$ cat src/rtl/ring_pkg.sv
// Shared types and helpers for the ring phase monitor.
package ring_pkg;

   typedef enum logic [1:0] {
      SEARCH  = 2'd0,
      ACQUIRE = 2'd1,
      LOCKED  = 2'd2
   } state_t;

   localparam int RING_W  = 4;
   localparam int PHASE_W = $clog2(RING_W);

   // Rotates the low w bits of v left by one; supports rings up to 64 bits.
   function automatic logic [63:0] rotl1(
      input logic [63:0] v,
      input int          w
   );
      logic [63:0] r;
      r = '0;
      for (int i = 0; i < w; i++) begin
         r[(i + 1) % w] = v[i];
      end
      return r;
   endfunction

endpackage

$ cat src/rtl/ring_phase_monitor_onehot_enc.sv
// One-hot detector and binary encoder for the ring code.
module onehot_enc #(
   parameter int WIDTH = 4
) (
   input  logic [WIDTH-1:0]         code,
   output logic                     is_onehot,
   output logic [$clog2(WIDTH)-1:0] idx
);

   localparam int IW = $clog2(WIDTH);

   int n;

   always_comb begin
      n   = 0;
      idx = '0;
      for (int i = 0; i < WIDTH; i++) begin
         if (code[i]) begin
            n   = n + 1;
            idx = IW'(i);
         end
      end
      is_onehot = (n == 1);
   end

endmodule

$ cat src/rtl/ring_phase_monitor.sv
// Ring counter phase monitor: lock, phase, revolutions, errors.
// Define RING_ERR_CNT_EN to add the saturating err_cnt output.
module ring_phase_monitor
   import ring_pkg::*;
#(
   parameter int WIDTH  = RING_W,
   parameter int LOCK_N = 3,
   parameter int REV_W  = 8
) (
   input  logic                     clk,
   input  logic                     reset,
   input  logic [WIDTH-1:0]         count,
   input  logic                     in_valid,
   input  logic                     clr_err,
   output logic [$clog2(WIDTH)-1:0] phase,
   output logic                     locked,
   output logic                     rev_tick,
   output logic [REV_W-1:0]         rev_cnt,
   output logic                     err,
   output logic                     err_sticky
`ifdef RING_ERR_CNT_EN
   ,
   output logic [7:0]               err_cnt
`endif
);

   localparam int PW = $clog2(WIDTH);
   localparam int GW = $clog2(LOCK_N + 1);

   state_t           state;
   logic [WIDTH-1:0] prev;
   logic [GW-1:0]    good_cnt;

   logic             oh;
   logic [PW-1:0]    idx;
   logic [WIDTH-1:0] nxt;
   logic             good;
   logic             wrap;
   logic             err_hit;

   onehot_enc #(.WIDTH(WIDTH)) u_enc (
      .code      (count),
      .is_onehot (oh),
      .idx       (idx)
   );

   assign nxt     = WIDTH'(rotl1(64'(prev), WIDTH));
   assign good    = oh && (count == nxt);
   assign wrap    = prev[WIDTH-1] & count[0];
   assign err_hit = in_valid && (state == LOCKED) && !good;

   always_ff @(posedge clk) begin
      if (reset) begin
         state      <= SEARCH;
         prev       <= '0;
         good_cnt   <= '0;
         phase      <= '0;
         rev_cnt    <= '0;
         locked     <= 1'b0;
         rev_tick   <= 1'b0;
         err        <= 1'b0;
         err_sticky <= 1'b0;
      end else begin
         rev_tick <= 1'b0;
         err      <= 1'b0;
         // error beats a simultaneous clear
         if (err_hit) begin
            err_sticky <= 1'b1;
         end else if (clr_err) begin
            err_sticky <= 1'b0;
         end
         if (in_valid) begin
            unique case (state)
               SEARCH: begin
                  if (oh) begin
                     state    <= ACQUIRE;
                     prev     <= count;
                     good_cnt <= '0;
                  end
               end
               ACQUIRE: begin
                  if (!oh) begin
                     state <= SEARCH;
                  end else begin
                     prev  <= count;
                     phase <= idx;
                     if (!good) begin
                        good_cnt <= '0;
                     end else if (good_cnt == GW'(LOCK_N - 1)) begin
                        good_cnt <= good_cnt + 1'b1;
                        state    <= LOCKED;
                        locked   <= 1'b1;
                     end else begin
                        good_cnt <= good_cnt + 1'b1;
                     end
                  end
               end
               LOCKED: begin
                  if (good) begin
                     prev  <= count;
                     phase <= idx;
                     if (wrap) begin
                        rev_tick <= 1'b1;
                        rev_cnt  <= rev_cnt + 1'b1;
                     end
                  end else begin
                     err    <= 1'b1;
                     locked <= 1'b0;
                     state  <= SEARCH;
                  end
               end
               default: begin
                  state  <= SEARCH;
                  locked <= 1'b0;
               end
            endcase
         end
      end
   end

`ifdef RING_ERR_CNT_EN
   always_ff @(posedge clk) begin
      if (reset) begin
         err_cnt <= '0;
      end else if (err_hit) begin
         if (clr_err) begin
            err_cnt <= 8'd1;
         end else if (err_cnt != 8'hff) begin
            err_cnt <= err_cnt + 8'd1;
         end
      end else if (clr_err) begin
         err_cnt <= '0;
      end
   end
`endif

endmodule

$ cat config.mk
export PLATFORM = sky130hd
export DESIGN_NAME = ring_phase_monitor
export DESIGN_NICKNAME = d
export VERILOG_FILES = /design/src/rtl/ring_pkg.sv /design/src/rtl/ring_phase_monitor_onehot_enc.sv /design/src/rtl/ring_phase_monitor.sv
export SDC_FILE = /design/constraint.sdc
export NUM_CORES = 1
export LEC_CHECK = 0
export ABC_CLOCK_PERIOD_IN_PS = 8000
export BUFFER_PORTS_ARGS = -buffer_cell sky130_fd_sc_hd__buf_2
export CAP_MARGIN = 20
export CORE_MARGIN = 2
export CORE_UTILIZATION = 50
export DETAILED_ROUTE_END_ITERATION = 12
export GPL_TIMING_DRIVEN = 0
export PLACE_DENSITY = 0.84
export SLEW_MARGIN = 25
export SYNTH_ARGS = -nofsm -noshare
export SYNTH_HDL_FRONTEND = slang
export SYNTH_HIERARCHICAL = 1
export SYNTH_SLANG_ARGS = --single-unit
$ cat constraint.sdc
create_clock -name clk -period 8 [get_ports clk]
set_input_delay 1.6 -clock clk [delete_from_list [all_inputs] [get_ports clk]]
set_output_delay 1.6 -clock clk [all_outputs]
set_load 0.01 [all_outputs]
==> impl_results.md <==
- Vias in the first global route: ~1,100
- Hold Fails Final Rpt: 0
- RSZ-0062 raised after global routing: false
- Row cnt: 18
- Multi-input gate area: 754.5 um^2
- Pre-CTS WS: 3.381 ns
- Hold WC Path Type: reg -> reg
- Die footprint: 2932 um^2
- Crit Path Class: in -> reg
- Arrival @ worst endpoint: around 4.5 ns
- CTS tree: built
- Fillers: 228
- Routed vias/inst: about 6
- Final worst path period need: 4.325 ns
- Setup WS post-layout: between 3 and 4 ns
- Final nets: 191
- Hold_sp: err_sticky
- Yosys reg bits: 22
- Tcrit/Tclk final: a little over half
- Maximum vdd drop: roughly 0.09 mV
- TritonRoute pass-1 iters: 4
- Worst Tran Pin Value: about 0.56 ns
- Slew Limit Headroom: 62.35%
- Fraction of layout cells with a size suffix above 1: 18.29%
- TNS Setup: 0 ns
- Placed Instances: between 200 and 250
- Register area: 440.4 um^2
- Final GP Congestion: 0.8578
- Hold buffer count at CTS: 0
- Syn_nets: 165
- Die Ht: 54.15 um
- Most frequent cells in the layout: 23 x buf_2, 22 x nand2_1, 22 x dfxtp_1
- Ys Warns: 6
- Antenna violations before repair: 0
- CTS Buf Count: 3
- Core Box Area: 2432 um^2
- IO buf count: 21
- Clock sinks: 22
- Grt total ovfl: 0
- Sequential area share after synthesis: 35.02%
- Post-Layout Cell Count: 205
- LEAKAGE: 0.0005433 uW
- Post-synth EDFFs: 0
- Distinct cell type count after synthesis: 39
- DRC viols: 0
- Clock skew: 0.01017 ns
- Antenna Nets Post-Route: 0
- Mapped Area: 1257 um^2
- Setup crit start: count[1]
- Max-cap violations: 0
- Commonest non-fill, non-tap cell in the layout: buf_2
- Syn Area/Cell: 8.328 um^2
- Post-Route WL: 2845 um
- Critical Path Sink Type: flop
- Status: completed
- Synth-to-layout area growth: 13.13%
- Final core occ: 58.49%
- CTS clock-pin slew for the worst setup and hold paths: 0.12 ns
- CP required: 8.20 ns
- Cts repair resizes: 0
- Slew Viols, Final: 0
- First-pass GRT wire length: roughly 4800 um
- Worst-path fanout max: 10
- Clock Root Buffer: clkbuf_4
- Share of flip-flops with an asynchronous set or reset: 0%
- Clock Latency Late Sink: 0.31 ns
- Setup bufs post-CTS: 0
- CTS Buffer Depth: 2
- Die X-Extent: 54.15 um
- Avg WL per Cell: between 10 and 15 um
- CP startpoint kind: input pin
- Via count: 1,221
- Boundary Pins: 22
- Initial DRC count: between 40 and 50
- Pin count of the biggest net entering global routing: 12
- Tot GR Track Use: 22.84%
- Initial Utilization: 51.70%
- HPWL after DPL: between 2000 and 2500 um
- Post-Synthesis Cells: 151
- Ant diodes: 0
- Final setup violation count: 0
- H-Tree Level Count: 1
- P per Cell Area: 136.4 nW/um^2
- Worst Hold Margin: approximately 0.48 ns
- FF-to-FF Start: prev[3]
- Max Clk Rate: between 200 and 250 MHz
- Main synth FF type: dfxtp_1
power by group:
group | total (uW) | switching, uW | leakage (uW) | internal, uW
Combinational | 31.5 | 19.2 | 0.000352 | 12.3
Sequential | 112 | 1.22 | 0.000177 | 111
Clock | 50.3 | 32.8 | 0.0000138 | 17.6
Total | 194 | 53.2 | 0.000543 | 141
stage by stage:
step / total power [uW] / area, um^2
after floorplan: 136.8 / 1257
after global placement: 144.1 / 1400
after detailed placement: 145.8 / 1400
after CTS: 194.0 / 1423
after global routing: 203.3 / 1423
final: 194.1 / 1423
worst max-delay path: stages:
cell      delay, ns
buf_2          0.14
inv_1          0.07
ha_1           0.30
xnor2_1        0.28
inv_1          0.08
ha_1           0.28
nand3b_1       0.16
o32ai_2        0.25
and2_1         0.19
buf_2          0.17
nand2_1        0.08
clkbuf_1       0.23
nor3_1         0.34
mux2_2         0.37
layout make-up:
type / instances / area share, %
sequential: 22 / 30.96
buffer: 9 / 2.551
clock buffer: 3 / 1.583
inverter: 7 / 1.847
tap: 30 / 2.639
timing repair buffer: 21 / 7.388
multi-input combinational: 113 / 53.03
synthesized netlist by cell type, drive strengths merged (4+ instances only):
master | count | share of area [%]
dfxtp | 22 | 35
nand2 | 22 | 6.6
a21oi | 12 | 4.8
clkbuf | 7 | 2.1
inv | 7 | 2.1
ha | 6 | 6.0
mux2i | 5 | 4.0
nand4 | 5 | 2.5
nor2 | 5 | 1.5
or4 | 5 | 3.3
xnor2 | 5 | 3.5
nand3 | 4 | 1.6
nor4 | 4 | 2.0
o31ai | 4 | 2.4
final timing paths:
check	to	slack, ns	depth (start not counted)
max	rev_cnt[0]	3.67	14
max reg2reg	prev[3]	6.00	6
min reg2reg	err_sticky	0.48	2
min	err_sticky	0.48	2
cells by family (layout without fill, tap and decap cells):
kind of cell	after synthesis	count (layout)	share of synthesized area, %
buf+inv	16	40	4.976
fa+ha+maj	6	6	5.970
mux	7	7	5.771
flops	22	22	35.02
simple gates	60	60	25.57
xor+xnor	8	8	5.572
compound gates	32	32	17.12
routing by layer:
| layer | vias to the layer above | global-route usage [%] | wire length, um |
|---|---|---|---|
| li1 | 600 | - | - |
| met1 | 571 | 27.87 | 1257 |
| met2 | 42 | 37.95 | 1386 |
| met3 | 8 | 4.167 | 144 |
| met4 | 0 | 11.67 | 57 |
| met5 | - | 0 | 0 |
flip-flops by register name, indices dropped and copies added, names as in the netlist:
signal      count
locked          1
err_sticky      1
rev_cnt         8
good_cnt        2
state           2
err             1
rev_tick        1
prev            4
phase           2
No activity file was read; power rests on OpenSTA's default activity.
